`src/rtl/riscv_pkg.sv`:
```
// rtl/riscv_pkg.sv - shared fetch-stage types and constants (HALT state only with FETCH_MISALIGN_CHK_EN)
package riscv_pkg;

  localparam int XLEN = 32;
  localparam logic [XLEN-1:0] NOP_INSTR = 32'h0000_0013;

  typedef enum logic [2:0] {
    IDLE,
    REQ,
    WAIT,
    HOLD
`ifdef FETCH_MISALIGN_CHK_EN
    , HALT
`endif
  } fetch_state_t;

endpackage

```
`src/rtl/fetch_pc_gen.sv`:
```
// rtl/fetch_pc_gen.sv - next-PC select and target alignment; misalign detect with FETCH_MISALIGN_CHK_EN
module fetch_pc_gen
  import riscv_pkg::*;
(
  input  logic [XLEN-1:0] pc,
  input  logic            pcsel,
  input  logic [XLEN-1:0] alu_out,
  output logic [XLEN-1:0] pc_plus4,
`ifdef FETCH_MISALIGN_CHK_EN
  output logic            misalign,
`endif
  output logic [XLEN-1:0] next_pc
);

  logic [XLEN-1:0] target_aligned;

  assign pc_plus4       = pc + 32'd4;
  assign target_aligned = {alu_out[XLEN-1:2], 2'b00};

`ifdef FETCH_MISALIGN_CHK_EN
  // A misaligned target keeps its raw value so the faulting address is visible in pc.
  assign misalign = pcsel & alu_out[1];
  assign next_pc  = !pcsel ? pc_plus4 : (misalign ? alu_out : target_aligned);
`else
  logic unused_low_bits;
  assign unused_low_bits = ^alu_out[1:0];
  assign next_pc         = pcsel ? target_aligned : pc_plus4;
`endif

endmodule

```
`src/rtl/fetch_unit.sv`:
```
// rtl/fetch_unit.sv - instruction fetch stage holding the PC; FETCH_MISALIGN_CHK_EN adds misalign/HALT
module fetch_unit
  import riscv_pkg::*;
#(
  parameter logic [XLEN-1:0] RESET_PC = 32'h0000_0000
) (
  input  logic            clk,
  input  logic            rst,
  output logic            imem_req,
  output logic [XLEN-1:0] imem_addr,
  input  logic            imem_gnt,
  input  logic            imem_rvalid,
  input  logic [XLEN-1:0] imem_rdata,
  output logic [XLEN-1:0] instr,
  output logic            instr_valid,
  input  logic            instr_ready,
  output logic [XLEN-1:0] pc,
  output logic [XLEN-1:0] pc_plus4,
  input  logic            PCSel,
`ifdef FETCH_MISALIGN_CHK_EN
  output logic            misalign,
`endif
  input  logic [XLEN-1:0] alu_out
);

  fetch_state_t    state, state_next;
  logic [XLEN-1:0] next_pc;
  logic            accept;
`ifdef FETCH_MISALIGN_CHK_EN
  logic            target_misaligned;
`endif

  fetch_pc_gen u_pc_gen (
    .pc       (pc),
    .pcsel    (PCSel),
    .alu_out  (alu_out),
    .pc_plus4 (pc_plus4),
`ifdef FETCH_MISALIGN_CHK_EN
    .misalign (target_misaligned),
`endif
    .next_pc  (next_pc)
  );

  assign accept    = (state == HOLD) && instr_ready;
  assign imem_addr = pc;

  always_ff @(posedge clk or posedge rst) begin
    if (rst) state <= IDLE;
    else     state <= state_next;
  end

  always_comb begin
    state_next = state;
    case (state)
      IDLE: state_next = REQ;
      REQ:  if (imem_gnt) state_next = WAIT;
      WAIT: if (imem_rvalid) state_next = HOLD;
      HOLD: if (instr_ready) begin
`ifdef FETCH_MISALIGN_CHK_EN
        state_next = target_misaligned ? HALT : REQ;
`else
        state_next = REQ;
`endif
      end
`ifdef FETCH_MISALIGN_CHK_EN
      HALT: state_next = HALT;
`endif
      default: state_next = IDLE;
    endcase
  end

  always_comb begin
    imem_req    = 1'b0;
    instr_valid = 1'b0;
    case (state)
      REQ:     imem_req    = 1'b1;
      HOLD:    instr_valid = 1'b1;
      default: ;
    endcase
  end

  // Responses are captured only in WAIT, so a late rvalid after reset falls on the floor.
  always_ff @(posedge clk or posedge rst) begin
    if (rst) begin
      pc    <= RESET_PC;
      instr <= NOP_INSTR;
    end else begin
      if (state == WAIT && imem_rvalid) instr <= imem_rdata;
      if (accept) pc <= next_pc;
    end
  end

`ifdef FETCH_MISALIGN_CHK_EN
  always_ff @(posedge clk or posedge rst) begin
    if (rst)                            misalign <= 1'b0;
    else if (accept && target_misaligned) misalign <= 1'b1;
  end
`endif

endmodule

```
`config.mk`:
```
export PLATFORM = sky130hd
export DESIGN_NAME = fetch_unit
export DESIGN_NICKNAME = d
export VERILOG_FILES = /design/src/rtl/riscv_pkg.sv /design/src/rtl/fetch_pc_gen.sv /design/src/rtl/fetch_unit.sv
export SDC_FILE = /design/constraint.sdc
export NUM_CORES = 1
export LEC_CHECK = 0
export BUFFER_PORTS_ARGS = -buffer_cell sky130_fd_sc_hd__buf_2
export CAP_MARGIN = 0
export CORE_ASPECT_RATIO = 0.9
export CORE_UTILIZATION = 42
export DETAILED_ROUTE_END_ITERATION = 16
export PLACE_DENSITY_LB_ADDON = 0.1
export SYNTH_ARGS = -nofsm -noshare
export SYNTH_HDL_FRONTEND = slang
export SYNTH_SLANG_ARGS = --single-unit
```
`constraint.sdc`:
```
create_clock -name clk -period 2.4 [get_ports clk]
set_clock_uncertainty 0.2 [all_clocks]
set_input_delay 0.48 -clock clk [delete_from_list [all_inputs] [get_ports clk]]
set_output_delay 0.48 -clock clk [all_outputs]
set_load 0.01 [all_outputs]
```
==> results.toml <==
[pwr]
ir_drop_mv = 0.685
p_leak_nw = 3.13
p_comb_share_pct = 57.9
totalPowerFinal_mw = 7.67
p_int_mw = 4.48
clockPowerShare_pct = 15.4
netSwitchingFraction_pct = 41.6
p_per_area_nw_per_um2 = 1230
power_frac_seq_pct = 26.8
netSwitchingPower_mw = 3.19

[logic_synthesis]
yosys_warnings = 0
ys_async_sr_fraction_pct = 100
ys_seq_elements = 64
yosysSeqAreaShare_pct = 39.3
avgSynthCellArea_um2 = 9.66
ys.flop_type = "dfrtp_1"
syn-cell-area_um2 = 4090
yosysUniqueCellTypes = 51
synth_edf_count = 0
synthCells = 423

[placed_design]
port_buffers = 191
detailed_place.area_um2 = 5170
post-place-cells = 719
dp_slack_ns = -0.0119
routabilityCongestion = 0.827
hpwl_um = 8070

[sta]
whs_ns = 0.150
fin_ws_ns = -0.208
finalCritPeriodShare_pct = 109
slew_violations = 0
min_period_ns = 2.61
rsz0062_at_grt = "yes"
slew_headroom_pct = 41.6
finalHoldViolCount = 0
fmax_mhz = 383
setup_viol = 22
tightest_slew_ns = 0.875
finalSetupTns_ns = -2.09

[grt]
grt_pass1_wl_um = 18000
grt-ovfl-total = 0
antenna_found_initial = 0
grtUsageTotal_pct = 22.8
grt_start_max_net_pins = 33
grt_pass1_vias = 3727

[detailed_routing]
drt_iter0_drc = 122
vias = 4116
via_per_inst = 5.20
ant_nets = 0
drcViolationCount = 0
wl_um = 11900
routedWlPerCell_um = 15.0
drtPass1Iterations = 5

[setup_path]
path_common_cell = "buf_6"
max_stage_delay_ns = 0.41
cp.arrival_ns = 1.93
critPathTopFamily = "simple AND/OR/NAND/NOR gates"
crit_chain = "buf_6 > nand4_4 > nor3_4 > buf_6 > and3_4 > xnor2_2 > buf_2"
critPathKind = "reg -> out"
cp_num_buf_inv = 3
r2r_slack_ns = 0.22
worstPathMaxFanout = 4
crit_path_start_kind = "flop"
crit_required_ns = 1.72
worst_path_max_delay_cell = "dfrtp_1"
crit_path_end_kind = "primary output"

[floorplan]
die_x_um = 106
io_pins = 200
rows = 33
die_y_um = 95.6
core_area_um2 = 9290
die_area_um2 = 10100
initial_core_util_pct = 44.0

[finish]
antennaDiodeCount = 0
nets = 739
fin_cells = 792
final_util_pct = 66.8
drive_gt1_share_pct = 59.1
syn2layout_area_growth_pct = 52.0
design_area_um2 = 6210

[run_status]
violations = "negative setup slack"
status = "finished with violations"

[clock_tree]
cts_buffer_depth = 2
cts.clk_slew.worst_paths_ns = 0.07
cts.sinks = 64
clkLatencyLatePin_ns = 0.34
htree_num_levels = 3
cts_root_buffer = "clkbuf_8"
cts_tree = "yes"
cts_buffers = 9

[min_path]
hold_class = "in -> reg"

[job]
drv_cap = 0
-- area by class of cell --
type,count,area [µm²]
Clock buffer,10,138
Clock inverter,6,115
Fill cell,763,3080
Inverter,17,63.8
Multi-Input combinational cell,283,2310
Sequential cell,64,1610
Tap cell,122,153
Timing Repair Buffer,290,1820
-- state kept, by name, indices dropped and copies added, names as in the netlist --
register and cells:
imem_addr 30, instr 32, state 2
-- cell usage after synthesis (3+ instances only) --
| library cell | count | area [µm²] |
|---|---|---|
| a21oi_1 | 12 | 60.1 |
| xor2_1 | 5 | 43.8 |
| nand4_1 | 10 | 62.6 |
| dfrtp_1 | 61 | 1530 |
| o2bb2ai_1 | 3 | 26.3 |
| and4_1 | 3 | 26.3 |
| or2_2 | 3 | 18.8 |
| ha_1 | 4 | 50.1 |
| nand2_2 | 3 | 18.8 |
| o21ai_0 | 17 | 85.1 |
| nand2_1 | 31 | 116 |
| inv_1 | 17 | 63.8 |
| a31oi_1 | 3 | 18.8 |
| mux2_2 | 32 | 360 |
| and2_1 | 3 | 18.8 |
| nor3_1 | 20 | 100 |
| buf_4 | 38 | 285 |
| nor2_1 | 15 | 56.3 |
| clkbuf_1 | 15 | 56.3 |
| nor4_4 | 4 | 85.1 |
| dfstp_2 | 3 | 78.8 |
| mux2i_1 | 7 | 70.1 |
| nor4_1 | 5 | 31.3 |
| a311o_1 | 6 | 60.1 |
| and3_1 | 15 | 93.8 |
| xnor2_1 | 20 | 175 |
| buf_1 | 7 | 26.3 |
| buf_2 | 3 | 15.0 |
| o21a_1 | 4 | 30.0 |
| o311ai_0 | 3 | 26.3 |
| a22oi_1 | 3 | 22.5 |
| nand3_1 | 19 | 95.1 |
-- worst register-to-register path: cells and delay by family, from the launching register on --
kind,cells,cell delay [ns]
AO/OA/AOI/OAI,1,0.26
adder cells (fa/ha/maj),1,0.23
flip-flops,1,0.40
multiplexers,1,0.10
AND/OR/NAND/NOR,2,0.87
-- kinds of logic after synthesis --
family | count (synthesis) | share of synthesized area (%)
xor gates and xnor gates | 25 | 5.36
muxes | 39 | 10.5
AOI/OAI and AO/OA | 69 | 11.8
DFF | 64 | 39.3
buffers and inverters | 81 | 11.1
other | 1 | 0.0918
and+or+nand+nor | 140 | 20.6
adders and majority gates | 4 | 1.23
-- metal layers --
metal  track usage (%)  vias to the layer above  wire, µm
met2              38.8                      157      5960
met5                 0                        -         0
met3              6.22                        9       777
met1              28.3                     1988      5040
li1                  -                     1962         -
met4              7.06                        0       104
-- final timing paths --
check                                    startpoint  depth (start not counted)                        end
max                        imem_addr[2]$_DFFE_PP0N_                          7               pc_plus4[21]
min                                     alu_out[29]                          3  imem_addr[29]$_DFFE_PP0N_
max reg2reg                    state[0]$_DFFE_PP0P_                          5  imem_addr[24]$_DFFE_PP0N_
min reg2reg                   instr[19]$_DFFE_PP0P_                          1      instr[19]$_DFFE_PP0P_
max in group asynchronous                       rst                          4  imem_addr[26]$_DFFE_PP0N_
min in group asynchronous                       rst                          3      instr[22]$_DFFE_PP0P_
-- cells in the final DEF, fill, tap and decap left out, types with 10 or more instances in the layout --
cell type  instances
buf_2            188
buf_4             78
dfrtp_1           54
mux2_2            32
nand2_1           28
buf_6             20
o21ai_0           17
nor3_1            17
inv_1             16
nand3_1           15
nor2_1            13
and3_1            12
a21oi_1           12
xnor2_1           11
nand4_1           10
clkbuf_8          10
-- power groups by stage --
stage	logic [mW]	clock network, mW	registers [mW]
after CTS	4.23	1.21	2.07
after detailed placement	3.88	0	2.06
final	4.44	1.18	2.05
after floorplan	2.22	0	2.35
after global routing	4.84	1.25	2.13
after global placement	3.84	0	2.03
-- what timing repair did --
| action | 4_1_cts | 5_1_grt |
|---|---|---|
| hold endpoints to repair | 14 | 0 |
| buffers inserted | 37 | 23 |
| hold buffers | 1 | 0 |
| pin swaps | 28 | 23 |
| endpoints found under the setup margin | 26 | 25 |
| gates resized for setup | 48 | 32 |
No activity file was read; power rests on OpenSTA's default activity.
